`config.mk`:
```
export PLATFORM = sky130hd
export DESIGN_NAME = door_access_sequencer
export DESIGN_NICKNAME = d
export VERILOG_FILES = /design/src/rtl/door_pkg.sv /design/src/rtl/door_timer.sv /design/src/rtl/door_access_sequencer.sv
export SDC_FILE = /design/constraint.sdc
export NUM_CORES = 1
export LEC_CHECK = 0
export ABC_AREA = 1
export CORE_AREA = 3 3 40 42
export CTS_CLUSTER_DIAMETER = 50
export DETAILED_ROUTE_END_ITERATION = 10
export DIE_AREA = 0 0 43 45
export PLACE_DENSITY = 0.82
export SYNTH_ARGS = -nofsm -noshare
export SYNTH_HDL_FRONTEND = slang
export SYNTH_SLANG_ARGS = --single-unit
```
`constraint.sdc`:
```
create_clock -name clk -period 2 [get_ports clk]
set_clock_uncertainty 0.1 [all_clocks]
set_input_delay 0.6 -clock clk [delete_from_list [all_inputs] [get_ports clk]]
set_output_delay 0.6 -clock clk [all_outputs]
set_load 0.02 [all_outputs]
```
`src/rtl/door_pkg.sv`:
```
// -----------------------------------------------------------------------------
// door_pkg
// Shared definitions for the access-door sequencer. The keypad front end and
// the benches reuse these definitions.
//   STATE_W       : width of the state encoding
//   door_state_e  : IDLE=00, OPEN=01, AJAR=10, LOCKOUT=11
//   max_int()     : elaboration-time helper used to size the shared timer
// -----------------------------------------------------------------------------
package door_pkg;

    localparam int STATE_W = 2;

    typedef enum logic [STATE_W-1:0] {
        IDLE    = 2'b00,
        OPEN    = 2'b01,
        AJAR    = 2'b10,
        LOCKOUT = 2'b11
    } door_state_e;

    function automatic int max_int(input int a, input int b);
        return (a > b) ? a : b;
    endfunction

endpackage

```
`src/rtl/door_timer.sv`:
```
// -----------------------------------------------------------------------------
// door_timer
// Loadable down-counter with a zero flag. A load takes priority over counting.
// The counter stops at zero instead of wrapping.
//   clk, reset  : clock, synchronous active-high reset (count -> 0)
//   load        : load load_value this cycle
//   load_value  : value to load
//   zero        : count is zero
// -----------------------------------------------------------------------------
module door_timer #(
    parameter int WIDTH = 4
) (
    input  logic             clk,
    input  logic             reset,
    input  logic             load,
    input  logic [WIDTH-1:0] load_value,
    output logic             zero
);

    logic [WIDTH-1:0] count_q;
    logic [WIDTH-1:0] count_d;

    always_comb begin
        count_d = count_q;
        if (load) begin
            count_d = load_value;
        end else if (count_q != '0) begin
            count_d = count_q - WIDTH'(1);
        end
    end

    always_ff @(posedge clk) begin
        if (reset) begin
            count_q <= '0;
        end else begin
            count_q <= count_d;
        end
    end

    assign zero = (count_q == '0);

endmodule

```
`src/rtl/door_access_sequencer.sv`:
```
// -----------------------------------------------------------------------------
// door_access_sequencer
// Checks a 4-bit keypad code on request, holds the door strobe open for a
// fixed window, raises an alarm while the door is left ajar, and locks the
// keypad out after MAX_FAILS consecutive wrong codes.
//   clk, reset        : clock, synchronous active-high reset
//   validate_code     : check access_code this cycle
//   access_code       : code presented by the keypad
//   door_closed       : door sensor, 1 = closed
//   open_access_door  : door actuator strobe (OPEN only)
//   alarm             : door-ajar alarm (AJAR only)
//   locked_out        : lockout indicator (LOCKOUT only)
//   state_out         : current state encoding
//   fail_count        : consecutive wrong-code count, saturating at MAX_FAILS
// -----------------------------------------------------------------------------
module door_access_sequencer
    import door_pkg::*;
#(
    parameter logic [3:0] CODE           = 4'd9,
    parameter int         MAX_FAILS      = 3,
    parameter int         OPEN_CYCLES    = 10,
    parameter int         LOCKOUT_CYCLES = 20
) (
    input  logic                           clk,
    input  logic                           reset,
    input  logic                           validate_code,
    input  logic [3:0]                     access_code,
    input  logic                           door_closed,
    output logic                           open_access_door,
    output logic                           alarm,
    output logic                           locked_out,
    output logic [STATE_W-1:0]             state_out,
    output logic [$clog2(MAX_FAILS+1)-1:0] fail_count
);

    localparam int FC_W      = $clog2(MAX_FAILS + 1);
    localparam int TMR_W_RAW = $clog2(max_int(OPEN_CYCLES, LOCKOUT_CYCLES));
    // Both windows of length 1 would give a zero-width timer; keep one bit.
    localparam int TMR_W     = (TMR_W_RAW < 1) ? 1 : TMR_W_RAW;

    localparam logic [TMR_W-1:0] OPEN_LOAD = TMR_W'(OPEN_CYCLES - 1);
    localparam logic [TMR_W-1:0] LOCK_LOAD = TMR_W'(LOCKOUT_CYCLES - 1);
    localparam logic [FC_W-1:0]  FC_MAX    = FC_W'(MAX_FAILS);

    door_state_e      state_q, state_d;
    logic [FC_W-1:0]  fail_q,  fail_d;
    logic             tmr_load;
    logic [TMR_W-1:0] tmr_load_value;
    logic             tmr_zero;

    door_timer #(
        .WIDTH (TMR_W)
    ) u_timer (
        .clk        (clk),
        .reset      (reset),
        .load       (tmr_load),
        .load_value (tmr_load_value),
        .zero       (tmr_zero)
    );

    always_comb begin
        state_d        = state_q;
        fail_d         = fail_q;
        tmr_load       = 1'b0;
        tmr_load_value = '0;

        case (state_q)
            IDLE: begin
                if (validate_code) begin
                    if (access_code == CODE) begin
                        state_d        = OPEN;
                        fail_d         = '0;
                        tmr_load       = 1'b1;
                        tmr_load_value = OPEN_LOAD;
                    end else begin
                        if (fail_q != FC_MAX) begin
                            fail_d = fail_q + FC_W'(1);
                        end
                        if (fail_d == FC_MAX) begin
                            state_d        = LOCKOUT;
                            tmr_load       = 1'b1;
                            tmr_load_value = LOCK_LOAD;
                        end
                    end
                end
            end
            // The window is fixed: requests are ignored and never re-arm it.
            OPEN: begin
                if (tmr_zero) begin
                    state_d = door_closed ? IDLE : AJAR;
                end
            end
            AJAR: begin
                if (door_closed) begin
                    state_d = IDLE;
                end
            end
            LOCKOUT: begin
                if (tmr_zero) begin
                    state_d = IDLE;
                    fail_d  = '0;
                end
            end
            default: begin
                state_d = IDLE;
            end
        endcase
    end

    always_ff @(posedge clk) begin
        if (reset) begin
            state_q <= IDLE;
            fail_q  <= '0;
        end else begin
            state_q <= state_d;
            fail_q  <= fail_d;
        end
    end

    assign open_access_door = (state_q == OPEN);
    assign alarm            = (state_q == AJAR);
    assign locked_out       = (state_q == LOCKOUT);
    assign state_out        = state_q;
    assign fail_count       = fail_q;

endmodule
```
After elaboration in Yosys (flattened, before gate mapping)
Index checks and enable logic that the tools add are counted.

$add $sub $neg: 2. Equal/unequal tests: 11. Muxes and demuxes: 25. Reductions and logical operators: 7.

Operators by type and width (number): $mux 5 (6); $mux 2 (13); $pmux 2 s4 (1); $eq 2x2->1 const B (3); $ne 2x2->1 const B (3); $logic_not 5->1 (1); $reduce_and 5->1 (1); $reduce_bool 5->1 (1); $sub 5x1->5 const B (1); $eq 4x4->1 const B (1); $mux 1 (4); $ne 2x1->1 const B (2); $pmux 2 s2 (1); $reduce_bool 2->1 (2); $ne 3x3->1 const B (1); $reduce_and 3->1 (1); $add 2x1->2 const B (1); $eq 2x1->1 const B (1); $logic_not 2->1 (1).

Flip-flop bits (word level): 9. Input port bits: 8. Output and inout port bits: 7. Logic and storage cells: 48.

Longest topological paths before layout
Depth after elaboration: 11. Gate-level depth with buffers: 8. Mapped depth without buffers: 8.

Hierarchy
From an unflattened synthesis, not the netlist that was laid out.

Cells, all modules: 98. Area, all modules: 599.3 um2.

By module, submodules not included: door_access_sequencer (instances 1, cells an instance 56, area an instance 309.0 um2); door_timer (instances 1, cells an instance 42, area an instance 290.3 um2).

Least setup slack after synthesis
Ideal clock, no wire load.

Kind: reg2out. Start: reg state_q[1], in the netlist state_out[1]. End: out alarm. Arrival time: 0.939 ns. Slack: 0.361 ns. Cell stages (with the launch flop): 3. Cells stage by stage: dfxtp_1 -> inv_1 -> nor2_1.

Word-level cells in the longest chain between the ends: 1.

Ends and longest elaborated chain: start, declared (RTL line door_access_sequencer.sv:45) `door_state_e state_q, state_d;`; start signal, assigned (RTL line door_access_sequencer.sv:115) `state_q <= state_d;`; $eq 2x2->1 (RTL line door_access_sequencer.sv:121) `assign alarm = (state_q == AJAR);`; end, declared (RTL line door_access_sequencer.sv:30) `output logic alarm,`.

Every way passes these cells.

Worst setup path in the final report
Start: reg fail_q[0], in the netlist fail_count[0]. End: out fail_count[0].

RTL lines: start, declared (RTL line door_access_sequencer.sv:46) `logic [FC_W-1:0] fail_q, fail_d;`; start signal, assigned (RTL line door_access_sequencer.sv:116) `fail_q <= fail_d;`; end, declared (RTL line door_access_sequencer.sv:33) `output logic [$clog2(MAX_FAILS+1)-1:0] fail_count`.

No word-level cell between the ends.

==> impl_results.md <==
* Status: completed
* Reg power frac at about a third
* Buffers & Inverters on Critical Path at 1
* Mapped Nets at 92
* Layout net count at 114
* Clock Tree Buf Depth at 2
* Finished Core Util at around three fifths
* Core Area at 0.00128 mm2
* Crit share post-route at 96.7%
* TritonCTS Buffers at 3
* Maximum VDD drop at 0.583 mV
* Fin. max-slew vios at 0
* Final setup TNS at 0 ps
* Psw at 0.361 mW
* Max Fanout on Critical Path at 4
* Vias at between 500 and 600
* Final GP Congestion at 0.793
* Yosys reg bits at 9
* Synth Flop Type: dfxtp_1
* Mapped Cells at 83
* Crit end category: output pin
* First-pass GRT wire length at 2.24 mm
* Site row count at 13
* Max Cap Viol at 0
* Period minus WS final at 1930 ps
* Layout cells sized above 1 at between 10% and 20%
* Clock root buffer master: clkbuf_4
* Top-count cell post-synth: nand2_1
* Warnings, synthesis at 0
* Maximum level of the CTS H-tree at 1
* Residual DRC at 0
* Sw Ratio at 42.9%
* Clock sinks at 9
* Setup-failing EPs final at 0
* Final Cell Area at 752 um2
* DP Wirelength at slightly above 1 mm
* Synth top area cells: dfxtp_1 33%, nand2_1 14%, inv_1 8.2%, nor2_1 6.8%, nand3_1 6.4%
* CP max stage delay at about 620 ps
* Post-synth ARST share at 0%
* CP arrival at 1230 ps
* Final Power at 0.841 mW
* PortBufs at 14
* Post-CTS Resized at 7
* Initial Util at 42.8%
* Max-slew headroom at 82.8%
* Hold WC Path Type: reg2reg
* Internal Pwr Total at 0.480 mW
* Final Routed Wirelength at around 1.3 mm
* Cell taking the most area after synthesis: dfxtp_1
* Hold WS at approximately 390 ps
* Die Span Y at 45 um
* LEAKAGE at between 0.4 and 0.5 nW
* Post-CTS Hold Fix Bufs at 0
* Die area at just under 0.002 mm2
* Reg clk slew, reported paths at 60 ps
* I/O pins at 15
* First-pass DRT Iterations at 4
* PwrDens at 1120 mW/mm2
* Initial antenna violation count at 0
* Crit Path Category: reg2out
* CP Launch Type: register
* GR Util All Layers at 15.8%
* Grt ovf at 0
* Die width at around 43 um
* Worst-Skew Late Latency at 260 ps
* Worst Tran Pin Value at 258 ps
* Required @ worst endpoint at 1300 ps
* Routed len/inst at 10.6 um
* Clock Power Share at ~17%
* Unique cell type count in the Yosys netlist at 20
* Register area share after synthesis at 32.7%
* DP Area at 732 um2
* Slowest stage cell, crit path: clkdlybuf4s50_1
* Vias per Instance at between 4 and 5
* CTS tree: yes
* Comb power frac at 51.3%
* Largest net degree at the start of global routing at 8
* Final ANT Viol Nets at 0
* Initial detailed-routing violation count at 12
* EDFF count, synth at 0
* Mapped Area at 551 um2
* Crit path cell chain: clkdlybuf4s50_1
* Critical path's top delay family: buffers and inverters
* Syn Area/Cell at 6.63 um2
* Number of buffers added for setup after CTS at 0
* Fmax at 0.517 GHz
* RSZ-0062 raised after global routing: false
* Synth top cells by count: 21 x nand2_1, 12 x inv_1, 10 x nor2_1, 9 x dfxtp_1, 7 x nand3_1
* # fillers at between 100 and 150
* Antenna cells at 0
* Synth top area share at about a third
* Vias in the first global route at 546
* Final Hold Fails at 0
* Layout area overhead at 36.6%
[layout by cell type (no fill, tap or decap), drive strengths merged]
cell type | Yosys | layout
ha | 1 | 1
nand3 | 8 | 8
a21oi | 6 | 6
clkdlybuf4s50 | 0 | 8
xnor2 | 1 | 1
nor3 | 2 | 2
nand3b | 1 | 1
clkbuf | 0 | 4
xor2 | 1 | 1
dfxtp | 9 | 9
nor2 | 11 | 11
dlygate4sd2 | 0 | 6
buf | 0 | 3
inv | 13 | 13
nand2 | 26 | 26
o21ai | 4 | 4
[cell type report]
cell class	instances	area, um2	share of cell area (%)
Timing Repair Buffer	17	155	20.6
Tap cell	15	18.8	2.50
Multi-Input combinational cell	61	319	42.4
Clock buffer	4	26.3	3.49
Inverter	13	51.3	6.82
Sequential cell	9	181	24.1
[state kept, by name, summed over array words and instances, names as in the netlist]
name / cells
u_timer.count_q: 5
fail_count: 2
state_out: 2
[logic make-up (layout without fill, tap and decap cells)]
logic type	count (synthesis)	after routing	synth area share, %
simple gates	48	48	42.0
buf+inv	13	34	9.32
compound gates	10	10	10.5
flops	9	9	32.7
xor+xnor	2	2	3.18
fa+ha+maj	1	1	2.27
[layer usage]
| metal | wire [um] | vias up | track usage [%] |
|---|---|---|---|
| li1 | - | 305 | - |
| met2 | 582 | 21 | 26.6 |
| met4 | 38 | 0 | 10.8 |
| met3 | 91 | 5 | 3.59 |
| met5 | 0 | - | 0 |
| met1 | 548 | 247 | 17.7 |
[path summary, 6_finish.rpt]
check	start	to	slack (ps)	cells past startpoint
setup reg to reg	u_timer.count_q[0]	fail_count[0]	570	7
hold reg to reg	fail_count[0]	fail_count[1]	390	2
hold / removal	fail_count[0]	fail_count[1]	390	2
setup / recovery	fail_count[0]	fail_count[0]	70	1
[through the flow]
step	instances	setup slack (ps)
global route	119	3.21
CTS	119	48.6
floorplan	83	361
finish	119	65.1
detailed placement	115	45.4
global placement	115	83.3
[power groups by stage]
stage               clock, mW  combinational (mW)  sequential (mW)
global placement            0               0.423            0.270
CTS                     0.147               0.432            0.268
global route            0.160               0.486            0.276
finish                  0.140               0.432            0.269
floorplan                   0               0.300            0.283
detailed placement          0               0.439            0.272
[tightest hold or removal path: cells and delay by family, from the launching register on]
family / cells / cell delay, ps
flip-flops: 1 / 330
AND/OR/NAND/NOR: 1 / 70
AO/OA/AOI/OAI: 1 / 50
(Power assumes the default switching activity.)
